[config.mk]
export PLATFORM = sky130hd
export DESIGN_NAME = skid_buffer_flat
export DESIGN_NICKNAME = d
export VERILOG_FILES = /design/src/rtl/skid_buffer_pkg.sv /design/src/rtl/skid_buffer_if.sv /design/src/rtl/skid_buffer.sv /design/src/flat_wrapper.sv
export SDC_FILE = /design/constraint.sdc
export NUM_CORES = 1
export LEC_CHECK = 0
export CAP_MARGIN = 30
export CORE_MARGIN = 1
export CORE_UTILIZATION = 40
export CTS_BUF_LIST = sky130_fd_sc_hd__clkbuf_16
export DETAILED_ROUTE_END_ITERATION = 10
export PLACE_DENSITY = 0.78
export SLEW_MARGIN = 20
export SYNTH_ARGS = -nofsm -noshare
export SYNTH_HDL_FRONTEND = slang
export SYNTH_SLANG_ARGS = --single-unit
export TNS_END_PERCENT = 10
[constraint.sdc]
create_clock -name clk -period 5.1 [get_ports clk]
set_input_delay 0.765 -clock clk [delete_from_list [all_inputs] [get_ports clk]]
set_output_delay 0.765 -clock clk [all_outputs]
set_load 0.005 [all_outputs]
[src/rtl/skid_buffer_pkg.sv]
// Shared handshake definitions: state encoding of the skid buffer and the
// width of its occupancy count.
package handshake_pkg;

  localparam int OCC_W = 2;

  // 2'b11 is deliberately left unused; the FSM recovers from it to EMPTY.
  typedef enum logic [1:0] {
    EMPTY = 2'b00,
    BUSY  = 2'b01,
    FULL  = 2'b10
  } skid_state_t;

  // Number of beats held in a given state.
  function automatic logic [OCC_W-1:0] state_occupancy(input skid_state_t s);
    logic [OCC_W-1:0] occ;
    occ = '0;
    case (s)
      BUSY:    occ = 2'd1;
      FULL:    occ = 2'd2;
      default: occ = 2'd0;
    endcase
    return occ;
  endfunction

endpackage

[src/rtl/skid_buffer_if.sv]
// Valid/ready bundle around the skid buffer.
//
// Handshake: a beat moves across a link on a rising clk edge where both
// valid and ready are 1. A sender holding valid=1 keeps its data stable
// until that edge; ready may change freely and never depends on valid.
// The upstream link is data_in/valid_up_in/ready_up_out, the downstream
// link is data_out/valid_down_out/ready_down_in.
interface skid_buffer_if #(
  parameter int WIDTH = 32
);
  import handshake_pkg::*;

  logic [WIDTH-1:0] data_in;
  logic             valid_up_in;
  logic             ready_down_in;
  logic [WIDTH-1:0] data_out;
  logic             valid_down_out;
  logic             ready_up_out;
  logic [OCC_W-1:0] occupancy;

  // Environment side: drives upstream beats and downstream ready.
  modport master (
    output data_in,
    output valid_up_in,
    output ready_down_in,
    input  data_out,
    input  valid_down_out,
    input  ready_up_out,
    input  occupancy
  );

  // Buffer side.
  modport slave (
    input  data_in,
    input  valid_up_in,
    input  ready_down_in,
    output data_out,
    output valid_down_out,
    output ready_up_out,
    output occupancy
  );

endinterface

[src/rtl/skid_buffer.sv]
// Two-entry register slice. Forward (data, valid) and backward (ready)
// paths are both registered: every output decodes from the state flop and
// main_reg, so no input reaches an output combinationally. When downstream
// stalls while a beat is in flight, that beat is parked in skid_reg and
// delivered after main_reg, preserving FIFO order.
module skid_buffer
  import handshake_pkg::*;
#(
  parameter int WIDTH = 32
) (
  input  logic        clk,
  input  logic        rst,
  skid_buffer_if.slave bus,
  output skid_state_t state_dbg
);

  skid_state_t      state;
  skid_state_t      state_next;
  logic [WIDTH-1:0] main_reg;
  logic [WIDTH-1:0] skid_reg;

  logic             valid_down;
  logic             ready_up;
  logic [OCC_W-1:0] occ;

  logic             up_fire;
  logic             down_fire;
  logic             load_main;
  logic             main_from_skid;
  logic             load_skid;

  // Output decode from the state flop only. The unused encoding reports
  // empty and refuses upstream beats so nothing is accepted and then lost
  // during recovery.
  always_comb begin
    valid_down = 1'b0;
    ready_up   = 1'b0;
    occ        = state_occupancy(state);
    case (state)
      EMPTY: begin
        ready_up = 1'b1;
      end
      BUSY: begin
        valid_down = 1'b1;
        ready_up   = 1'b1;
      end
      FULL: begin
        valid_down = 1'b1;
      end
      default: begin
        valid_down = 1'b0;
        ready_up   = 1'b0;
      end
    endcase
  end

  assign up_fire   = bus.valid_up_in & ready_up;
  assign down_fire = valid_down & bus.ready_down_in;

  // Next-state and register-load decisions.
  always_comb begin
    state_next     = state;
    load_main      = 1'b0;
    main_from_skid = 1'b0;
    load_skid      = 1'b0;
    case (state)
      EMPTY: begin
        if (up_fire) begin
          state_next = BUSY;
          load_main  = 1'b1;
        end
      end
      BUSY: begin
        if (up_fire && down_fire) begin
          load_main = 1'b1;
        end else if (up_fire) begin
          // Downstream stalled: the new beat waits behind main_reg.
          state_next = FULL;
          load_skid  = 1'b1;
        end else if (down_fire) begin
          state_next = EMPTY;
        end
      end
      FULL: begin
        // ready_up is 0 here, so only the drain of main_reg can happen.
        if (down_fire) begin
          state_next     = BUSY;
          load_main      = 1'b1;
          main_from_skid = 1'b1;
        end
      end
      default: begin
        state_next = EMPTY;
      end
    endcase
  end

  // State register; reset overrides every handshake.
  always_ff @(posedge clk) begin
    if (rst) begin
      state <= EMPTY;
    end else begin
      state <= state_next;
    end
  end

  // Datapath registers: main_reg feeds data_out, skid_reg holds overflow.
  always_ff @(posedge clk) begin
    if (rst) begin
      main_reg <= '0;
      skid_reg <= '0;
    end else begin
      if (load_main) begin
        main_reg <= main_from_skid ? skid_reg : bus.data_in;
      end
      if (load_skid) begin
        skid_reg <= bus.data_in;
      end
    end
  end

  assign bus.data_out       = main_reg;
  assign bus.valid_down_out = valid_down;
  assign bus.ready_up_out   = ready_up;
  assign bus.occupancy      = occ;
  assign state_dbg          = state;

endmodule

[src/flat_wrapper.sv]
// flat-port wrapper written by rule: the top's interface ports become plain ports
module skid_buffer_flat import handshake_pkg::*;
#(
  parameter int WIDTH = 32
)
  (clk, rst, state_dbg, bus_data_in, bus_valid_up_in, bus_ready_down_in, bus_data_out, bus_valid_down_out, bus_ready_up_out, bus_occupancy);
  skid_buffer_if #(.WIDTH(WIDTH)) bus_i ();
  input  logic clk;
  input  logic rst;
  output skid_state_t state_dbg;
  input wire logic [$bits(bus_i.data_in)-1:0] bus_data_in;
  input wire logic [$bits(bus_i.valid_up_in)-1:0] bus_valid_up_in;
  input wire logic [$bits(bus_i.ready_down_in)-1:0] bus_ready_down_in;
  output wire logic [$bits(bus_i.data_out)-1:0] bus_data_out;
  output wire logic [$bits(bus_i.valid_down_out)-1:0] bus_valid_down_out;
  output wire logic [$bits(bus_i.ready_up_out)-1:0] bus_ready_up_out;
  output wire logic [$bits(bus_i.occupancy)-1:0] bus_occupancy;
  assign bus_i.data_in = bus_data_in;
  assign bus_i.valid_up_in = bus_valid_up_in;
  assign bus_i.ready_down_in = bus_ready_down_in;
  assign bus_data_out = bus_i.data_out;
  assign bus_valid_down_out = bus_i.valid_down_out;
  assign bus_ready_up_out = bus_i.ready_up_out;
  assign bus_occupancy = bus_i.occupancy;
  skid_buffer #(.WIDTH(WIDTH)) u_core (.clk(clk), .rst(rst), .bus(bus_i), .state_dbg(state_dbg));
endmodule
## Word-level counts from Yosys, hierarchy flattened

Cells that the tools add are included.

- Register bits: 66
- Word-level logic and storage cells: 33
- Output and inout bits: 38
- Input port bits: 36

- Bitwise operators: 2
- Equality and inequality tests: 6
- Multiplexer cells: 17
- Reduce and logical (&&, ||, !) cells: 5

Operators with widths:

| operator | count |
|---|---|
| two-way mux 32 bit | 1 |
| two-way mux 2 bit | 5 |
| two-way mux 1 bit | 8 |
| one-hot mux 2 bit (3 select lines) | 1 |
| != test 2 x 1 -> 1 bit, second input constant | 2 |
| one-hot mux 2 bit (2 select lines) | 1 |
| AND reduction 4 bit | 1 |
| OR reduction 2 bit | 2 |
| != test 3 x 1 -> 1 bit, second input constant | 1 |
| one-hot mux 1 bit (3 select lines) | 1 |
| AND 1 bit | 2 |
| == test 2 x 1 -> 1 bit, second input constant | 1 |
| == test 2 bit, second input constant | 1 |
| zero test 2 bit | 1 |
| != test 2 bit, second input constant | 1 |
| logical AND 1 bit | 1 |

## Longest topological paths before layout

Gate-level depths: netlist of the first run.

- Word-level depth: 8
- Mapped depth: 8
- Mapped depth without buffers: 6

## Worst setup path after synthesis of the first run

OpenSTA, ideal clock, no wires.

- Kind: input to register
- Start point: in bus_ready_down_in
- End point: reg u_core.main_reg[10] (netlist: u_core.bus.data_out[10])
- Slack: 3.237 ns
- Data arrival time: 1.716 ns
- Buffers on the path: 2
- Stages on the path: 5
- Cell sequence: buf_4 > nand4_2 > a31oi_4 > buf_2 > a311oi_2

- Word-level cells in the longest chain between the ends: 4
- Elaborated cells between the ends (all ways): 7
- Those cells by class: mux (5); bitwise (1); reduce/logical (1)

RTL lines:

| what | RTL line | text |
|---|---|---|
| from (decl) | flat_wrapper.sv:13 | `input wire logic [$bits(bus_i.ready_down_in)-1:0] bus_ready_down_in;` |
| AND 1 bit * | skid_buffer.sv:58 | `assign down_fire = valid_down & bus.ready_down_in;` |
| logical AND 1 bit / two-way mux 1 bit (equally long branches) | skid_buffer.sv:74, skid_buffer.sv:86 |  |
| two-way mux 1 bit, on equally long branches | skid_buffer.sv:74, skid_buffer.sv:66 |  |
| one-hot mux 1 bit (3 select lines) / two-way mux 32 bit (equally long branches) | skid_buffer.sv:66, skid_buffer.sv:114 |  |
| to (signal assigned) | skid_buffer.sv:114 | `main_reg <= main_from_skid ? skid_reg : bus.data_in;` |
| to (decl) | skid_buffer.sv:19 | `logic [WIDTH-1:0] main_reg;` |

Every way passes the cells marked *; elsewhere a longest branch is shown, timed or not.
A chain may end at the register's enable or synchronous reset.

## Worst setup path in the final report of the first run

- Start point: reg u_core.state[0] (netlist: u_core.state_dbg[0])
- End point: reg u_core.main_reg[29] (netlist: u_core.bus.data_out[29])

- Word-level cells in the longest chain between the ends: 7
- Elaborated cells between the ends (all ways): 16
- Those cells by class: eq/ne (2); mux (8); bitwise (2); reduce/logical (4)

RTL lines:

| what | RTL line | text |
|---|---|---|
| from (decl) | skid_buffer.sv:17 | `skid_state_t state;` |
| from (signal assigned) | skid_buffer.sv:103 | `state <= state_next;` |
| == test 2 x 1 -> 1 bit, or another cell as far along | skid_buffer.sv:39, skid_buffer.sv:66 |  |
| OR reduction 2 bit (no line) | -- |  |
| two-way mux 1 bit | skid_buffer.sv:39 | `case (state)` |
| AND 1 bit, on equally long branches | skid_buffer.sv:57, skid_buffer.sv:58 |  |
| logical AND 1 bit / two-way mux 1 bit (equally long branches) | skid_buffer.sv:74, skid_buffer.sv:86 |  |
| two-way mux 1 bit, on equally long branches | skid_buffer.sv:74, skid_buffer.sv:66 |  |
| one-hot mux 1 bit (3 select lines) / two-way mux 32 bit (equally long branches) | skid_buffer.sv:66, skid_buffer.sv:114 |  |

Parallel ways exist; a longest one is shown, timed or not.

==> metrics, run 1 <==
status=complete, no violations; Mapped Cells=approximately 350; simple-gate share of the synthesized area=0.242; synth warn=0; Die Span Y=87.8 µm; register share of total power=0.353; post-route DRC violation count=0; Clk network pwr share=0.289; Pint=1.37 mW; Worst Hold Class=flop to flop; clock slew at reported path FFs=50 ps; synthesized area per cell=8.44 µm²; fin crit share=0.589; Worst EP required=5330 ps; P per Cell Area=a little over 500 mW/mm²; cts hold-fix bufs=0; Routed WL per cell=about 14 µm; GR Overflow Total=0; RSZ-0062 raised after global routing=false; Worst Path Arrival=between 3000 and 4000 ps; Synth Cell Area=0.00295 mm²; Setup Skew=3.65 ps; post-synthesis register bit count=66; post-route setup TNS=0 ps; Combinational Power Share=0.359; worst reg2reg path depth=8; nets@finish=448; Worst R2R Start=u_core.state_dbg[0]; Setup WS pre-CTS=between 1500 and 2000 ps; Vias=2655; Post-CTS Setup Inserts=0; final worst slack=2100 ps; GPL Wtd Cong=0.736; initial antenna violation count=0; DP Area=0.00367 mm²; Post-CTS Resized=0; layout cells sized above 1=0.127; H-tree depth=3; WS Path Type=flop to flop; vias in the first global route=2557; Clock Sinks=66; syn nets=approximately 390; clock buffer count from CTS=9; Max Slew Vio Count=0; hold slack=between 400 and 500 ps; max cap viols=0; post-synthesis sequential area ratio=0.448; RR Endpoint=u_core.bus.data_out[29]; pin count of the biggest net entering global routing=67; Worst-Margin Slew=about 850 ps; complex-gate fraction of the synthesized area=0.228; Inserted Diodes=0; vias per inst=5.24; Routed Antenna Nets=0; Switch Pwr=about 0.66 mW; Core Region=between 0.006 and 0.007 mm²; Clock Latency Late Sink=approximately 320 ps; Final Instance Area=between 0.003 and 0.004 mm²; synth-to-layout area growth=34.4%; CP Launch Type=flop; initial core utilization=0.424; Clock Tree Buf Depth=2; I/O Buffers=73; HPWL after detailed placement=4170 µm; CP startpoint=u_core.state_dbg[0]; Slew headroom=0.430; CTS tree=done; Total Wirelength=7070 µm; Row Count=30; Die Wd=between 80 and 90 µm; first-pass detailed-route iteration total=4; Root Driver=clkbuf_16; Die ar.=0.00771 mm²; post-synthesis mux area share=0; worst setup path endpoint=u_core.bus.data_out[29]; VDD IR-drop max=260 µV; Max Clock Freq=between 300 and 400 MHz; post-synth cell types=23; Pleak=1.41 nW; Worst Setup End Kind=flop; total I/O pin count=74; XOR/XNOR share of the synthesized area=0; Tot GR Track Use=0.196; Final setup viols=0; post-route minimum period=around 3000 ps; first-pass GRT wire length=around 12000 µm; Adder-Cell Fraction of Synth Area=0.0255; 1st-iter DRT viols=129; Fin. Hold Viols=0; flop2flop setup slack=2100 ps; largest family of logic cells by synthesized area=simple AND/OR/NAND/NOR gates; crit-path max FO=64; Sw Ratio=0.324; fill count=628
## critical path, cell delays in order (launching register included)
cell and delay [ps]:
dfxtp_1 370, inv_1 130, ha_1 150, buf_4 350, nand2_2 510, a31oi_4 310, buf_4 620, nor2_1 130
a311oi_2 270
## Yosys cell counts (all sizes together)
master | instances | area [µm²]
a21oi | 34 | 170
a311oi | 32 | 455
a31oi | 1 | 21.3
and3 | 1 | 6.26
buf | 12 | 85.1
clkbuf | 19 | 71.3
dfxtp | 66 | 1320
ha | 6 | 75.1
inv | 3 | 11.3
nand2 | 100 | 378
nand2b | 2 | 12.5
nand3 | 33 | 165
nand4 | 1 | 12.5
nor2 | 33 | 124
o21ai | 3 | 15.0
o221ai | 1 | 8.76
or2 | 1 | 6.26
or4 | 1 | 7.51
## cell usage in the layout, fill, tap and decap left out, types with 2 or more instances in the layout
cell	instances
clkbuf_16	9
inv_1	4
o21ai_0	3
nand2_1	99
ha_1	6
nand2b_1	2
buf_4	4
nand3_1	32
clkinv_1	2
dfxtp_1	66
nor2_1	33
a311oi_1	4
clkinvlp_4	2
a311oi_2	28
a21oi_1	34
clkdlybuf4s50_1	72
## cells by family after synthesis
kind of cell / count (synthesis)
simple gates: 172
buf+inv: 34
fa+ha+maj: 6
compound gates: 71
flops: 66
## power by group through the flow
stage                     Sequential [mW]  Combinational (mW)  Clock, mW
final                               0.716               0.727      0.585
after global routing                0.731               0.803      0.620
after CTS                           0.717               0.734      0.593
after detailed placement            0.725               0.728          0
after global placement              0.724               0.704          0
after floorplan                     0.718               0.449          0
## how the worst min path moves through the flow
stage                     cells past startpoint  slack [ps]                   to           startpoint
after global routing                          2         470  u_core.skid_reg[22]  u_core.skid_reg[22]
after CTS                                     2         450  u_core.skid_reg[26]  u_core.skid_reg[26]
after floorplan                               2         440   u_core.skid_reg[0]   u_core.skid_reg[0]
final                                         2         450  u_core.skid_reg[22]  u_core.skid_reg[22]
after detailed placement                      2         450   u_core.skid_reg[6]   u_core.skid_reg[6]
after global placement                        2         440  u_core.skid_reg[14]  u_core.skid_reg[14]
## layer usage
metal | part of all wire | vias up | track usage
li1 | - | 1316 | -
met1 | 0.44 | 1253 | 0.234
met2 | 0.49 | 74 | 0.341
met3 | 0.045 | 12 | 0.0434
met4 | 0.016 | 0 | 0.0760
met5 | 0 | - | 0
## metrics by stage
stage / std cells / total power, mW / util
6_report: 507 / 2.03 / 0.570
2_1_floorplan: 349 / 1.17 / -
4_1_cts: 507 / 2.04 / 0.570
3_3_place_gp: 491 / 1.43 / 0.528
5_1_grt: 507 / 2.15 / 0.570
3_5_place_dp: 491 / 1.45 / 0.529
## cell type report
cell class | instances | area, µm² | area share
Multi-Input combinational cell | 249 | 1460 | 0.370
Inverter | 3 | 11.3 | 0.00284
Sequential cell | 66 | 1320 | 0.334
Tap cell | 96 | 120 | 0.0303
Timing Repair Buffer | 77 | 756 | 0.191
Clock buffer | 9 | 225 | 0.0569
Clock inverter | 7 | 61.3 | 0.0155
Note: power is estimated with default switching activity, not from simulation.
==> run 2: changes to the inputs <==
==> constraint.sdc (replaced) <==
create_clock -name clk -period 3.2 [get_ports clk]
set_input_delay 0.48 -clock clk [delete_from_list [all_inputs] [get_ports clk]]
set_output_delay 0.48 -clock clk [all_outputs]
set_load 0.005 [all_outputs]
==> run 2 against run 1 <==
Against the previous run:
- utilization rose by 1.0 points
- flip-flop and latch count stayed put
- critical path type unchanged
- largest cell class unchanged
- power grew 64%
- design area rose by 1.8%
- worst setup slack got worse by 1300 ps
- non-clock buffer count up 6
==> metrics, run 2 (synthesized netlist as in run 1, its figures left out) <==
Worst Setup End Kind=flop; Clk network pwr share=0.307 (+0.018); pin count of the biggest net entering global routing=39 (-42%); Final Util=0.580 (+0.0101); hold slack=455 ps (+1.64 ps); Sw Ratio=0.313 (-0.0115); Worst Hold Launch=u_core.skid_reg[15]; Worst-Margin Slew=716 ps (-138 ps); Switch Pwr=1.04 mW (+58%); CP startpoint=u_core.state_dbg[0]; CP max stage cell=ha_1; post-route DRC violation count=0 (unchanged); initial antenna violation count=0 (unchanged); H-tree depth=3 (unchanged); Clock Latency Late Sink=320 ps (about the same); Tot GR Track Use=0.197 (+0.00171); status=complete, no violations; Die Span Y=87.8 µm (unchanged); Vias=2645 (-0.38%); Routed Antenna Nets=0 (unchanged); top sig layer=met4; post-route minimum period=2370 ps (-636 ps); Setup Skew=3.22 ps (-0.424 ps); Max Slew Vio Count=0 (unchanged); final worst slack=832 ps (-1260 ps); crit path cell chain=inv_1 -> ha_1 -> nand2_2 -> a31oi_4 -> buf_4 -> nor2_1 -> a311oi_2; Worst Path Arrival=2600 ps (-630 ps); CP Launch Type=flop; most frequent cells in the layout=nand2_1, clkdlybuf4s50_1, dfxtp_1, a21oi_1; fin crit share=0.740 (+0.151); WS Path Type=flop to flop; total I/O pin count=74 (unchanged); most common cell after layout, fill and taps aside=nand2_1; HPWL after detailed placement=4640 µm (+11%); Die Wd=87.8 µm (unchanged); Clock Sinks=66 (unchanged); Fin. Hold Viols=0 (unchanged); register share of total power=0.341 (-0.012); P per Cell Area=826 mW/mm² (+61%); Pint=2.29 mW (+67%); 1st-iter DRT viols=127 (-1.6%); synth-to-layout area growth=36.7%; VDD IR-drop max=319 µV (+23%); initial core utilization=0.424 (unchanged); Combinational Power Share=0.352 (-0.007); RSZ-0062 raised after global routing=false; critical path's largest stage delay=630 ps (about the same); Max Clock Freq=422 MHz (+27%); Worst Hold Class=flop to flop; WL met2=3490 µm (-0.31%); Worst R2R Start=u_core.state_dbg[0]; layout cells sized above 1=0.137 (+0.0102); vias per inst=5.16 (-1.5%); Core Region=0.00694 mm² (unchanged); Final setup viols=0 (unchanged); Row Count=30 (unchanged); Setup WS pre-CTS=734 ps (-1220 ps); Post-CTS Setup Inserts=0 (unchanged); vias in the first global route=2521 (-1.4%); Slew headroom=0.523 (+0.0922); WL met3=408 µm (+28%); GPL Wtd Cong=0.754 (+2.4%); clock buffer count from CTS=9 (unchanged); CTS tree=done; clock slew at reported path FFs=50 ps (about the same); first-pass detailed-route iteration total=5 (+1); Inserted Diodes=0 (unchanged); Root Driver=clkbuf_16; flop2flop setup slack=830 ps (-1260 ps); Die ar.=0.00771 mm² (unchanged); Worst EP required=3430 ps (-1900 ps); Clock Tree Buf Depth=2 (unchanged); Post-CTS Resized=0 (unchanged); Routed WL per cell=13.7 µm (-1.4%); I/O Buffers=73 (unchanged); crit-path max FO=38 (-41%); nets@finish=454 (+1.3%); post-route setup TNS=0 ps (unchanged); Total Wirelength=7050 µm (-0.27%); max cap viols=0 (unchanged); met1 WL=2960 µm (-5.9%); first-pass GRT wire length=11600 µm (-0.71%); cts hold-fix bufs=0 (unchanged); GR Overflow Total=0 (unchanged); Pleak=1.45 nW (+3.3%)
-- run 2: cell count changes in the layout (fill, tap and decap cells not counted) --
cell / change
clkinv_2: +1
buf_8: +1
and3_1: +1
clkinv_1: -1
clkinvlp_4: -1
nand3_2: -1
buf_4: +5
nand3_1: +1
and3_2: -1
bufinv_16: +1
-- run 2: worst max-delay path, delay by kind of cell, from the launching register on --
kind	cells	cell delay (ps)
flip-flops	1	360
adder cells (fa/ha/maj)	1	630
AO/OA/AOI/OAI	2	470
AND/OR/NAND/NOR	2	250
buffers and inverters	2	540
-- run 2: layout make-up --
type / instances / area [µm²]
repair buffers: 83 / 808
fillers: 618 / 2920
inverters: 3 / 11.3
flip-flops and latches: 66 / 1320
well taps: 96 / 120
clock inverters: 7 / 85.1
multi-input cells: 249 / 1460
clock buffers: 9 / 225
-- run 2: power groups by stage --
stage | logic [mW] | clock network [mW] | registers [mW]
after floorplan | 0.715 | 0 | 1.14
after detailed placement | 1.17 | 0 | 1.15
after global routing | 1.29 | 1.08 | 1.16
after global placement | 1.14 | 0 | 1.14
after CTS | 1.18 | 1.03 | 1.14
final | 1.17 | 1.02 | 1.13
-- run 2: metrics by stage --
stage / std cells / area, µm² / power (mW)
floorplan: 349 / 2950 / 1.86
global placement: 496 / 3700 / 2.28
detailed placement: 497 / 3720 / 2.32
CTS: 513 / 4030 / 3.36
global route: 513 / 4030 / 3.53
finish: 513 / 4030 / 3.33
-- run 2: worst paths after layout --
kind	to	depth (start not counted)
max	u_core.bus.data_out[15]	7
min	u_core.skid_reg[15]	2
max reg2reg	u_core.bus.data_out[15]	7
min reg2reg	u_core.skid_reg[15]	2
-- run 2: routing by layer --
metal,track usage,up-vias
met4,0.0909,0
met3,0.0547,16
met1,0.237,1211
met5,0,-
met2,0.328,89
li1,-,1329
==> run 3: changes to the inputs <==
==> constraint.sdc (replaced) <==
create_clock -name clk -period 2.3 [get_ports clk]
set_input_delay 0.345 -clock clk [delete_from_list [all_inputs] [get_ports clk]]
set_output_delay 0.345 -clock clk [all_outputs]
set_load 0.005 [all_outputs]
==> run 3 against run 2 <==
Against the previous run:
- routed wire length down 1.7%
- clock power up 17%
- worst setup slack worse by 740 ps
- global-route usage up 0.27 points
- clock skew up 2.6 ps
- combinational power up 46%
- die area unchanged
- critical endpoint is now bus_ready_up_out
==> metrics, run 3 (synthesized netlist as in run 1, its figures left out) <==
status=complete, no violations; vias in the first global route=2706 (+7.3%); HPWL after detailed placement=4620 µm (-0.57%); clock buffer count from CTS=9 (unchanged); initial antenna violation count=0 (unchanged); DP Area=0.00377 mm² (+1.4%); crit path cell chain=inv_1 -> ha_1 -> or2_2 -> clkdlybuf4s50_1; post-route DRC violation count=0 (unchanged); Worst Path Arrival=1870 ps (-730 ps); Sw Ratio=0.326 (+0.0132); nets@finish=457 (+0.66%); hold path cells=2 (unchanged); Worst R2R Start=u_core.state_dbg[0]; max cap viols=0 (unchanged); P per Cell Area=1110 mW/mm² (+34%); worst reg2reg path depth=7 (unchanged); Global Route met2 Usage=0.350 (+0.0218); RSZ-0062 raised after global routing=false; synth-to-layout area growth=36.9%; final worst slack=87.7 ps (-744 ps); Max Slew Vio Count=0 (unchanged); Power, Total=4.47 mW (+35%); Fin. Hold Viols=0 (unchanged); WS Path Type=flop to primary output; post-route minimum period=2210 ps; Worst Hold Path EP=u_core.skid_reg[22]; Worst-Margin Slew=674 ps (-41.9 ps); CTS tree=done; met1 Use GR=0.226 (-0.0119); Final setup viols=0 (unchanged); Final Instance Area=0.00403 mm² (+0.12%); Die Span Y=87.8 µm (unchanged); Total Wirelength=6930 µm (-1.7%); first-pass GRT wire length=11900 µm (+2.7%); Slew headroom=0.551 (+0.0279); Setup WS pre-CTS=216 ps (-518 ps); Worst Setup End Kind=primary output; Vias=2718 (+2.8%); Combinational Power Share=0.383 (+0.031); routing usage on met3=0.0509 (-0.00377); Post-CTS Setup Inserts=0 (unchanged); I/O Buffers=73 (unchanged); critical path's largest stage delay=440 ps (-190 ps); Routed WL per cell=13.4 µm (-2.3%); pin count of the biggest net entering global routing=39 (unchanged); VDD IR-drop max=496 µV (+56%); vias per inst=5.27 (+2.2%); initial core utilization=0.424 (unchanged); GPL Wtd Cong=0.756 (+0.27%); Root Driver=clkbuf_16; post-route setup TNS=0 ps (unchanged); Clock Tree Buf Depth=2 (unchanged); total I/O pin count=74 (unchanged); Worst Hold Class=flop to flop; Routed Antenna Nets=0 (unchanged); CP Launch Type=flop; Setup Skew=5.81 ps (+2.59 ps); Switch Pwr=1.46 mW (+40%); flop2flop setup slack=300 ps (-530 ps); Top Usage Layer GRT=met2; Inserted Diodes=0 (unchanged); RR Endpoint=u_core.bus.data_out[14]; hold slack=456 ps (+1.78 ps); Pint=3.02 mW (+32%); GR Overflow Total=0 (unchanged); Worst Hold Launch=u_core.skid_reg[22]; most common cell after layout, fill and taps aside=nand2_1; most frequent cells in the layout=nand2_1, clkdlybuf4s50_1, dfxtp_1, a21oi_1; Die ar.=0.00771 mm² (unchanged); Tot GR Track Use=0.200 (+0.00267); Core Region=0.00694 mm² (unchanged); Worst EP required=1960 ps (-1470 ps); Post-CTS Resized=0 (unchanged); crit-path max FO=6 (-84%); clock slew at reported path FFs=60 ps (about the same); Clk network pwr share=0.266 (-0.041); Die Wd=87.8 µm (unchanged); first-pass detailed-route iteration total=4 (-1); Clock Latency Late Sink=320 ps (about the same); Max Clock Freq=between 400 and 500 MHz; H-tree depth=3 (unchanged); cts hold-fix bufs=0 (unchanged); Row Count=30 (unchanged); layout cells sized above 1=0.140 (+0.00379); CP max stage cell=clkdlybuf4s50_1; register share of total power=0.351 (+0.010); Clock Sinks=66 (unchanged); 1st-iter DRT viols=162 (+28%); fin crit share=0.962; Pleak=1.46 nW (+0.27%)
-- run 3: cell count changes in the layout (fill, tap and decap cells not counted) --
cell,change
buf_12,+3
bufinv_16,-2
buf_4,+1
buf_8,-1
clkinv_1,+1
clkinv_4,+1
-- run 3: per-layer routing --
layer	part of all wire	vias up
met1	0.43	1290
met5	0	-
met2	0.50	82
met3	0.047	12
li1	-	1334
met4	0.017	0
-- run 3: power by group through the flow --
stage | Clock [mW] | Sequential, mW | Combinational, mW
6_report | 1.19 | 1.57 | 1.71
5_1_grt | 1.27 | 1.60 | 1.89
4_1_cts | 1.22 | 1.57 | 1.73
3_5_place_dp | 0 | 1.59 | 1.73
3_3_place_gp | 0 | 1.58 | 1.68
2_1_floorplan | 0 | 1.59 | 0.995
-- run 3: metrics by stage --
| stage | instances | util |
|---|---|---|
| floorplan | 349 | - |
| global placement | 500 | 0.543 |
| detailed placement | 500 | 0.543 |
| CTS | 516 | 0.581 |
| global route | 516 | 0.581 |
| finish | 516 | 0.581 |
-- run 3: area by class of cell --
class	instances	area, µm²
Timing Repair Buffer	86	861
Clock buffer	9	225
Sequential cell	66	1320
Fill cell	621	2910
Tap cell	96	120
Multi-Input combinational cell	249	1460
Inverter	3	11.3
Clock inverter	7	37.5
-- run 3: worst max-delay path by stage --
| stage | start | end | slack, ps | cells past startpoint |
|---|---|---|---|---|
| after global routing | u_core.state_dbg[0] | bus_ready_up_out | 20 | 4 |
| after floorplan | u_core.state_dbg[0] | u_core.bus.data_out[10] | 480 | 6 |
| after detailed placement | bus_ready_down_in | u_core.state_dbg[0] | 220 | 5 |
| after global placement | bus_ready_down_in | u_core.state_dbg[0] | 280 | 5 |
| after CTS | u_core.state_dbg[0] | bus_ready_up_out | 90 | 4 |
| final | u_core.state_dbg[0] | bus_ready_up_out | 90 | 4 |
-- run 3: worst max-delay path: cells and delay by family, from the launching register on --
kind | cells | cell delay [ps]
flip-flops | 1 | 430
buffers and inverters | 2 | 560
AND/OR/NAND/NOR | 1 | 300
adder cells (fa/ha/maj) | 1 | 260
